==> src/rtl/register_file_sb_if.sv <==
// register_file_sb_if
//   Bus between issue/writeback and the integer register file.
//   master : pipeline side (drives writeback, read addresses, issue, flush)
//   slave  : register file side (returns read data, busy flags, hazards)
//   Signals:
//     i_reg_write, i_addr_des, i_data   writeback port
//     i_raddr / o_rdata / o_rbusy       NRD packed read ports
//     i_issue_valid, i_issue_rd, o_waw  issue-side scoreboard marking
//     i_flush, o_pending                scoreboard clear / any-busy summary
interface register_file_sb_if #(
    parameter int XLEN = 32,
    parameter int NREG = 32,
    parameter int NRD  = 2
);
    localparam int AW = $clog2(NREG);

    logic                 i_reg_write;
    logic [AW-1:0]        i_addr_des;
    logic [XLEN-1:0]      i_data;
    logic [NRD*AW-1:0]    i_raddr;
    logic [NRD*XLEN-1:0]  o_rdata;
    logic [NRD-1:0]       o_rbusy;
    logic                 i_issue_valid;
    logic [AW-1:0]        i_issue_rd;
    logic                 o_waw;
    logic                 i_flush;
    logic                 o_pending;

    modport master (
        output i_reg_write, i_addr_des, i_data, i_raddr,
        output i_issue_valid, i_issue_rd, i_flush,
        input  o_rdata, o_rbusy, o_waw, o_pending
    );

    modport slave (
        input  i_reg_write, i_addr_des, i_data, i_raddr,
        input  i_issue_valid, i_issue_rd, i_flush,
        output o_rdata, o_rbusy, o_waw, o_pending
    );
endinterface

==> src/rtl/register_file_sb.sv <==
// register_file_sb
//   Integer register file with one synchronous write port, NRD combinational
//   read ports, optional same-cycle write-to-read bypass and a per-register
//   scoreboard of outstanding writes used by issue for stall generation.
//   Ports:
//     i_clk    clock, all state updates on rising edge
//     i_rst_n  asynchronous active-low reset (clears data and scoreboard)
//     bus      register_file_sb_if.slave (writeback, reads, issue, flush)
module register_file_sb #(
    parameter int XLEN     = 32,
    parameter int NREG     = 32,
    parameter int NRD      = 2,
    parameter int BYPASS   = 1,
    parameter int ZERO_REG = 1
) (
    input  logic               i_clk,
    input  logic               i_rst_n,
    register_file_sb_if.slave  bus
);
    localparam int AW = $clog2(NREG);

    logic [XLEN-1:0]     regs [NREG];
    logic [NREG-1:0]     busy;
    logic [NREG-1:0]     busy_nxt;
    logic                write_en;
    logic [NRD*XLEN-1:0] rdata_c;
    logic [NRD-1:0]      rbusy_c;

    assign write_en = bus.i_reg_write &&
                      !((ZERO_REG != 0) && (bus.i_addr_des == '0));

    // Issue is applied after writeback clear so a newer producer marking the
    // same register keeps it busy.
    always_comb begin
        busy_nxt = busy;
        if (bus.i_flush) begin
            busy_nxt = '0;
        end else begin
            if (bus.i_reg_write)
                busy_nxt[bus.i_addr_des] = 1'b0;
            if (bus.i_issue_valid)
                busy_nxt[bus.i_issue_rd] = 1'b1;
        end
        if (ZERO_REG != 0)
            busy_nxt[0] = 1'b0;
    end

    always_ff @(posedge i_clk or negedge i_rst_n) begin
        if (!i_rst_n) begin
            for (int r = 0; r < NREG; r++)
                regs[r] <= '0;
            busy <= '0;
        end else begin
            if (write_en)
                regs[bus.i_addr_des] <= bus.i_data;
            busy <= busy_nxt;
        end
    end

    // Read data is forced to zero during reset because the bypass path would
    // otherwise leak i_data straight through.
    always_comb begin
        rdata_c = '0;
        rbusy_c = '0;
        for (int k = 0; k < NRD; k++) begin
            logic [AW-1:0] ra;
            logic          hit;
            logic          zr;
            ra  = bus.i_raddr[k*AW +: AW];
            hit = (BYPASS != 0) && bus.i_reg_write && (bus.i_addr_des == ra);
            zr  = (ZERO_REG != 0) && (ra == '0);
            if (!i_rst_n || zr)
                rdata_c[k*XLEN +: XLEN] = '0;
            else if (hit)
                rdata_c[k*XLEN +: XLEN] = bus.i_data;
            else
                rdata_c[k*XLEN +: XLEN] = regs[ra];
            rbusy_c[k] = busy[ra] && !hit && !zr;
        end
    end

    assign bus.o_rdata   = rdata_c;
    assign bus.o_rbusy   = rbusy_c;
    assign bus.o_waw     = bus.i_issue_valid && busy[bus.i_issue_rd] &&
                           !(bus.i_reg_write && (bus.i_addr_des == bus.i_issue_rd)) &&
                           !((ZERO_REG != 0) && (bus.i_issue_rd == '0));
    assign bus.o_pending = |busy;
endmodule

==> src/flat_wrapper.sv <==
// flat-port wrapper written by rule: the top's interface ports become plain ports
module register_file_sb_flat 
#(
    parameter int XLEN     = 32,
    parameter int NREG     = 32,
    parameter int NRD      = 2,
    parameter int BYPASS   = 1,
    parameter int ZERO_REG = 1
)
  (i_clk, i_rst_n, bus_i_reg_write, bus_i_addr_des, bus_i_data, bus_i_raddr, bus_i_issue_valid, bus_i_issue_rd, bus_i_flush, bus_o_rdata, bus_o_rbusy, bus_o_waw, bus_o_pending);
  register_file_sb_if #(.XLEN(XLEN), .NREG(NREG), .NRD(NRD)) bus_i ();
  input  logic i_clk;
  input  logic i_rst_n;
  input wire logic [$bits(bus_i.i_reg_write)-1:0] bus_i_reg_write;
  input wire logic [$bits(bus_i.i_addr_des)-1:0] bus_i_addr_des;
  input wire logic [$bits(bus_i.i_data)-1:0] bus_i_data;
  input wire logic [$bits(bus_i.i_raddr)-1:0] bus_i_raddr;
  input wire logic [$bits(bus_i.i_issue_valid)-1:0] bus_i_issue_valid;
  input wire logic [$bits(bus_i.i_issue_rd)-1:0] bus_i_issue_rd;
  input wire logic [$bits(bus_i.i_flush)-1:0] bus_i_flush;
  output wire logic [$bits(bus_i.o_rdata)-1:0] bus_o_rdata;
  output wire logic [$bits(bus_i.o_rbusy)-1:0] bus_o_rbusy;
  output wire logic [$bits(bus_i.o_waw)-1:0] bus_o_waw;
  output wire logic [$bits(bus_i.o_pending)-1:0] bus_o_pending;
  assign bus_i.i_reg_write = bus_i_reg_write;
  assign bus_i.i_addr_des = bus_i_addr_des;
  assign bus_i.i_data = bus_i_data;
  assign bus_i.i_raddr = bus_i_raddr;
  assign bus_i.i_issue_valid = bus_i_issue_valid;
  assign bus_i.i_issue_rd = bus_i_issue_rd;
  assign bus_i.i_flush = bus_i_flush;
  assign bus_o_rdata = bus_i.o_rdata;
  assign bus_o_rbusy = bus_i.o_rbusy;
  assign bus_o_waw = bus_i.o_waw;
  assign bus_o_pending = bus_i.o_pending;
  register_file_sb #(.XLEN(XLEN), .NREG(NREG), .NRD(NRD), .BYPASS(BYPASS), .ZERO_REG(ZERO_REG)) u_core (.i_clk(i_clk), .i_rst_n(i_rst_n), .bus(bus_i));
endmodule
==> config.mk <==
export PLATFORM = sky130hd
export DESIGN_NAME = register_file_sb_flat
export DESIGN_NICKNAME = d
export VERILOG_FILES = /design/src/rtl/register_file_sb_if.sv /design/src/rtl/register_file_sb.sv /design/src/flat_wrapper.sv
export SDC_FILE = /design/constraint.sdc
export NUM_CORES = 2
export LEC_CHECK = 0
export CORE_UTILIZATION = 45
export CTS_CLUSTER_DIAMETER = 30
export CTS_CLUSTER_SIZE = 12
export DETAILED_ROUTE_END_ITERATION = 7
export HOLD_SLACK_MARGIN = 0.05
export SYNTH_ARGS = -nofsm -noshare
export SYNTH_HDL_FRONTEND = slang
export SYNTH_SLANG_ARGS = --single-unit
==> constraint.sdc <==
create_clock -name i_clk -period 3.1 [get_ports i_clk]
set_clock_uncertainty 0.1 [all_clocks]
set_input_delay 0.62 -clock i_clk [delete_from_list [all_inputs] [get_ports i_clk]]
set_output_delay 0.62 -clock i_clk [all_outputs]
set_load 0.05 [all_outputs]
# Word level (Yosys, flattened, before mapping)
# Index checks and enable logic that the tools add are counted.
word_totals:
  regBits: 1055
op_classes:
  reduce_logical: 29
  order_cmp: 10
  n_eq_ne: 3
  mux: 27
  bitwise: 6
ops:
  columns: ["op", "count"]
  rows:
  - ["bitwise mux 1024 bit", 1]
  - ["2-to-1 mux 32 bit", 13]
  - ["binary-select mux 32 bit (select 5 bit)", 2]
  - ["demux 32 bit (select 5 bit)", 1]
  - ["bitwise AND 32 bit", 1]
  - ["NOT 32 bit", 1]
  - ["bitwise OR 32 bit", 1]
  - ["OR reduction 31 bit", 1]
  - ["< comparator 5 x 6 -> 1 bit (second input constant)", 4]
  - ["logical NOT 5 bit", 4]
  - [">= comparator 6 bit (second input constant)", 3]
  - ["NOT 5 -> 6 bit", 3]
  - ["binary-select mux 1 bit (select 5 bit)", 3]
  - ["== test 5 bit", 3]
  - ["logical AND 1 bit", 14]
  - ["demux 1 bit (select 5 bit)", 2]
  - [">= comparator 5 x 1 -> 1 bit (second input constant)", 2]
  - ["logical NOT 1 bit", 8]
  - ["< comparator 6 x 1 -> 1 bit (second input constant)", 1]
  - ["2-to-1 mux 1 bit", 5]
  - ["logical OR 1 bit", 2]

# Depth between registers and ports, before layout
depth:
  ltp_word: 11
  depth_mapped: 9
  mapped_depth_nobuf: 5

# Least setup slack after synthesis
# Ideal clock, no wire load.
synth_timing:
  kind: "in2out"
  start: "in bus_i_raddr[6]"
  end: "out bus_o_rbusy[1]"
  setup_slack_ns: -0.260
  t_arrival_ns: 2.640
  n_path_buf: 4
  cell_stages: 9
  path_cell_list: "buf_2 -> buf_4 -> buf_2 -> buf_4 -> nand2_1 -> mux2_2 -> o211ai_1 -> o211ai_1 -> a21oi_1"
synth_between:
  elab_chain_cells: 5
  elab_cells_between_ends: 9
synth_lines:
  columns: ["element", "line_no", "source"]
  rows:
  - ["start, declared", "flat_wrapper.sv:17", "input wire logic [$bits(bus_i.i_raddr)-1:0] bus_i_raddr;"]
  - ["branches (longest 4 deep; another with binary-select mux 1 bit (select 5 bit))", null, null]
  - ["logical AND 1 bit *", "register_file_sb.sv:78", "rbusy_c[k] = busy[ra] && !hit && !zr;"]
  - ["end, declared", "flat_wrapper.sv:22", "output wire logic [$bits(bus_i.o_rbusy)-1:0] bus_o_rbusy;"]
# Every way passes the cells marked *. The select of a mux whose other input is x is not followed.

# Final worst setup path
layout_timing:
  start: "reg u_core.regs[144] (netlist bit)"
  end: "out bus_o_rdata[16]"
layout_between:
  elab_chain_cells: 5
layout_lines:
  columns: ["element", "line_no", "source"]
  rows:
  - ["start, declared", "register_file_sb.sv:22", "logic [XLEN-1:0] regs [NREG];"]
  - ["start signal, assigned by index", "register_file_sb.sv:55", "regs[bus.i_addr_des] <= bus.i_data;"]
  - ["binary-select mux 32 bit (select 5 bit)", "register_file_sb.sv:77", "rdata_c[k*XLEN +: XLEN] = regs[ra];"]
  - ["2-to-1 mux 32 bit (implied by the code) (2 in a row)", "register_file_sb.sv:77", null]
  - ["2-to-1 mux 32 bit", "register_file_sb.sv:74", "else if (hit)"]
  - ["2-to-1 mux 32 bit", "register_file_sb.sv:72", "if (!i_rst_n || zr)"]
  - ["end, declared", "flat_wrapper.sv:21", "output wire logic [$bits(bus_i.o_rdata)-1:0] bus_o_rdata;"]
# No other way between the ends. The select of a mux whose other input is x is not followed.

==> reports/results.txt <==
Sequential share of the synthesized area: 46.66%
Placer congestion estimate: 0.8650
Slew Limit Headroom: 31.57%
Comb pwr share: 19.0%
Vias per inst: 6.479
Fin. max-slew vios: 0
Final Cycle Share: 111.7%
Initial antenna violation count: 2
Static leakage: 0.03303 uW
FILL cells: 9059
Status: finished with violations
Reg-to-reg critical path endpoint: u_core.regs[144]
GR Overflow Total: 0
Cell Area, Synth: 56570 um2
RSZ-0062 raised after global routing: yes
Total negative setup slack: -9.605 ns
Post-synthesis mux area share: 42.18%
Post-Synth Adder-Cell Area: 0%
Avg Inst Size Synth: 15.02 um2
Vias in the first global route: 41304
Compound-Gate Fraction of Synth Area: 4.607%
#FFs+latches synth: 1055
Largest net degree at the start of global routing: 160
Die area: 127100 um2
Sequential Power Share: 33.9%
Commonest register cell after synthesis: dfrtp_1
Hold Path Cell Cnt: 0
Worst EP arrival: 2.74 ns
Cell Int Power: 39510 uW
Number of DRC markers in iteration 0: 4009
Slew @ Worst Pin: 1.019 ns
Sw frac: 26.55%
Gr usage total: 32.08%
P per Cell Area: 706.3 nW/um2
Post-synth EDFFs: 0
Fin. Hold Viols: 0
Final non-filler cell total: 6183
Core Region: 124100 um2
Number of buffers created by CTS: 228
Area growth from synthesis to layout: 34.63%
Most frequent cells in the layout: dfrtp_1, mux2_2, mux4_2
Peak supply drop: 0.0004754 V
Synth Area in Simple Gates: 2.519%
Hold_ws: 0.2903 ns
Syn nets: 3823
R2r setup slk: 2.07 ns
Pre-antenna DRT Iters: 5
CP required: 2.38 ns
Commonest non-fill, non-tap cell in the layout: dfrtp_1
Crit path launch type: flip-flop
Die W: 356.6 um
Endpoint, Worst Hold: u_core.regs[1010]
Sw Pwr: 14290 uW
HP Class: flip-flop to flip-flop
Antenna viol nets, final: 0
Layout cells sized above 1: 65.51%
# diodes: 0
Failing checks: negative setup slack
Yosys warnings: 0
DP Wirelength: 127.4 mm
H-tree depth: 4
Final nets: 4401
Crit path max fanout: 2
Root Driver: clkbuf_16
Worst setup margin: -0.3613 ns
Final WL: 202.3 mm
Largest family of logic cells by synthesized area: multiplexers
First-pass GRT wire length: 294.0 mm
Rows: 129
Cells after DPL: 5623
Synth async-reset ratio: 100.0%
Sink Count: 1055
Tmin final: 3.461 ns
Clk pwr share: 47.2%
Initial Util: 45.58%
R2R depth: 2
Max Cap Violations: 0
Die H: 356.6 um
Synth cell types: 52
Reg2reg start: u_core.regs[144]
PortBufs: 124
Num ports: 125
CTS max path bufs: 3
Endpoints failing setup: 67
Reg clk slew, reported paths: 0.05 ns
Worst setup path class: flip-flop to output pin
Drt wl/cell: 32.72 um
Synthesized instance count: 3766
# DRC: 0
Crit. End Element: output pin
Highest attainable clock frequency: 0.2889 GHz
Clock Latency Late Sink: 0.81 ns
Worst Setup SP: u_core.regs[144]
Synth Area in XOR/XNOR: 0.2322%
Hold_sp: u_core.regs[1010]
CTS tree: done
Vias: 40060
critical path: stages (launching register included):
cell	delay, ns
dfrtp_1	0.40
mux4_2	0.48
a22o_1	0.26
a221oi_4	0.23
nor3_2	0.06
a211o_1	0.30
buf_12	0.18
how the worst max path moves through the flow:
stage / to / slack [ns] / depth (start not counted)
3_5_place_dp: bus_o_rdata[61] / -0.85 / 10
3_3_place_gp: bus_o_rdata[61] / -0.82 / 10
4_1_cts: bus_o_rdata[16] / -0.46 / 6
5_1_grt: bus_o_rdata[16] / -0.42 / 6
2_1_floorplan: bus_o_rbusy[1] / 0.03 / 9
6_report: bus_o_rdata[16] / -0.36 / 6
kinds of logic (layout without fill, tap and decap cells):
family	Yosys count	count (layout)
AO/OA/AOI/OAI	353	353
XOR/XNOR	15	15
AND/OR/NAND/NOR	303	303
multiplexers	1595	1595
flip-flops	1055	1055
buffers and inverters	445	1225
timing repair:
action / 4_1_cts / 5_1_grt
resized for setup: 386 / 126
buffers inserted: 103 / 36
hold buffers: 4 / 0
cloned: 19 / 3
hold endpoints to repair: 107 / 0
pin swaps: 173 / 94
endpoints found under the setup margin: 68 / 68
per-stage QoR:
stage / setup WS, ns / area, um2 / total power, uW / utilization (%)
after global placement: -0.8240 / 64280 / 27180 / 51.79
after floorplan: 0.02664 / 56580 / 24060 / -
final: -0.3613 / 76170 / 53800 / 61.36
after detailed placement: -0.8494 / 64280 / 27450 / 51.79
after global routing: -0.4226 / 76170 / 55560 / 61.36
after CTS: -0.4554 / 75250 / 53570 / 60.62
Yosys cell counts, types with 32 or more instances:
cell / number / area share [%]
mux4_2: 532 / 21
a22o_1: 33 / 0.51
dfrtp_1: 1055 / 47
mux2_2: 986 / 20
buf_4: 48 / 0.64
nor2_1: 69 / 0.46
a22oi_1: 68 / 0.90
nand2_1: 118 / 0.78
nand3_1: 32 / 0.28
buf_2: 143 / 1.3
clkbuf_1: 206 / 1.4
mux2i_1: 69 / 1.2
o22ai_1: 100 / 1.1
flip-flops by register name, summed over array words and instances, names as in the netlist:
signal and flops:
u_core.regs 1024, u_core.busy 31
power by group through the flow:
| stage | Combinational, uW | Clock, uW | Sequential (uW) |
|---|---|---|---|
| after floorplan | 6400 | 0 | 17700 |
| after detailed placement | 9160 | 0 | 18300 |
| after CTS | 9930 | 25500 | 18100 |
| after global routing | 10700 | 26300 | 18500 |
| after global placement | 9050 | 0 | 18100 |
| final | 10200 | 25400 | 18200 |
cell type report:
type                       instances  area (um2)  share of cell area (%)
clock buffer                     285        6242                   8.196
timing repair buffer             789        9781                   12.84
clock inverter                   147        1906                   2.502
tap                             1637        2048                   2.689
sequential                      1055       26400                   34.67
multi-input combinational       2266       29770                   39.08
inverter                           4       17.52                 0.02300
metal layers:
layer  part of all wire (%)  GRT usage (%)  up-vias
li1                       -              -    15969
met1                     40          44.15    21613
met2                     47          49.66     2058
met3                    9.0          7.432      418
met4                    3.6          11.97        2
met5                 0.0030              0        -
Note: power is estimated with default switching activity, not from simulation.
==> patch (same flow settings) <==
`BYPASS` is set to 1 in 2 places; all go to 0.
--- a/src/rtl/register_file_sb.sv
+++ b/src/rtl/register_file_sb.sv
@@ -10,7 +10,7 @@
     parameter int XLEN     = 32,
     parameter int NREG     = 32,
     parameter int NRD      = 2,
-    parameter int BYPASS   = 1,
+    parameter int BYPASS   = 0,
     parameter int ZERO_REG = 1
 ) (
     input  logic               i_clk,
--- a/src/flat_wrapper.sv
+++ b/src/flat_wrapper.sv
@@ -4,7 +4,7 @@
     parameter int XLEN     = 32,
     parameter int NREG     = 32,
     parameter int NRD      = 2,
-    parameter int BYPASS   = 1,
+    parameter int BYPASS   = 0,
     parameter int ZERO_REG = 1
 )
   (i_clk, i_rst_n, bus_i_reg_write, bus_i_addr_des, bus_i_data, bus_i_raddr, bus_i_issue_valid, bus_i_issue_rd, bus_i_flush, bus_o_rdata, bus_o_rbusy, bus_o_waw, bus_o_pending);
Function: not settled (the Yosys comparison gave no result); the edit may change what the design does.
==> patch against the unedited design <==
The flow still finishes with violations (setup timing); clock power grew 19%; worst setup slack gained 0.16 ns; power grew 6.9%; sequential cell count is the same; critical endpoint is now bus_o_rdata[34]; routed wire length shrank 5.0%; final area shrank 1.8%; synthesized cell count grew 0.11%; synthesized area grew 0.71%.
==> patch: results (changes against the unedited design) <==
min-delay src u_core.regs[1016]; Hold Path Sink u_core.regs[1016]; drt total wl 192000 um (-5.0%); Mapped Cells 3770 (+0.11%); violated checks setup timing; Crit. Startpoint u_core.regs[898]; initial antenna violation count 5 (+3); Pleak 0.0325 uW (-1.6%); Clk power 30100 uW (+19%); Max FO, Critical Path 3 (+1); clk buf depth 4 (+1); DR WL/cell 31.7 um (-3.0%); hold slack 0.289 ns (-0.00139 ns); register area share after synthesis 46.3% (-0.33 points); vias in the first global route 40.5k (-2.0%); final instance area 74800 sq um (-1.8%); total CTS buffers 287 (+26%); GPL Wtd Cong 0.838 (-3.1%); Inst Count DP 5529 (-1.7%); Setup WS pre-CTS -0.242 ns (+0.607 ns); share of cells above drive strength 1 59.3% (-6.2 points); R2R Path End u_core.regs[558]; Setup-failing EPs final 60 (-10%); GRT Resource Usage Total 30.5% (-1.6 points); Setup WS post-layout -0.196 ns (+0.165 ns); setup_tns -4.60 ns (+5.01 ns); commonest cells in the netlist 1055 x dfrtp_1, 965 x mux2_2, 467 x mux4_2; Synth area leaders dfrtp_1 46%, mux2_2 19%, mux4_2 18%; status complete, but fails checks; FF-to-FF path depth 3 (+1); DPL Wire Length 117000 um (-8.3%); Nets 4258 (-3.2%); worst-margin pin slew 1.15 ns (+0.130 ns); FF-to-FF Start u_core.regs[558]
[patch: cell types whose count changed in the layout (fill, tap and decap cells not counted), moves of 36 or more]
| cell | change |
|---|---|
| a221oi_1 | +37 |
| mux2i_1 | +191 |
| a31oi_2 | +39 |
| o22ai_1 | -51 |
| mux4_2 | -65 |
| a22oi_1 | +36 |
| o22ai_2 | -45 |
| a221o_1 | +66 |
| clkbuf_16 | +59 |
| buf_4 | -129 |
[patch: cells by family (layout without fill, tap and decap cells)]
logic type,Yosys count,count (layout),share of synthesized area [%]
muxes,1725,1725,42.7
DFF,1055,1055,46.3
buffers and inverters,449,1083,4.55
AOI/OAI and AO/OA,370,370,4.84
and+or+nand+nor,166,166,1.45
xor gates and xnor gates,5,5,0.0769
other,0,1,0
[patch: per-layer routing]
metal | global-route usage (%) | routed length, um | share of wire (%)
met1 | 40.7 | 79500 | 41
met2 | 49.3 | 92600 | 48
met3 | 5.75 | 12700 | 6.6
met4 | 11.8 | 7410 | 3.9
met5 | 0 | 23 | 0.012
[patch: final cells by class]
| cell class | count | share of cell area (%) |
|---|---|---|
| diodes | 1 | 0.00334 |
| clock buffers | 381 | 10.9 |
| clock inverters | 111 | 2.24 |
| inverters | 3 | 0.0251 |
| multi-input cells | 2266 | 39.1 |
| flip-flops and latches | 1055 | 35.3 |
| well taps | 1650 | 2.76 |
| repair buffers | 588 | 9.72 |
[patch: timing repair]
item | CTS | global route
hold endpoints to repair | 156 | 0
cloned | 4 | 0
hold buffers | 1 | 0
pin swaps | 40 | 30
gates resized for setup | 138 | 53
setup endpoints to repair | 68 | 68
setup buffers | 10 | 21
[patch: worst max-delay path: stages, from the launching register on]
cell,delay (ns)
dfrtp_1,0.40
mux4_2,0.48
mux2i_1,0.18
buf_4,0.15
a221o_1,0.19
a31oi_4,0.08
buf_6,0.22
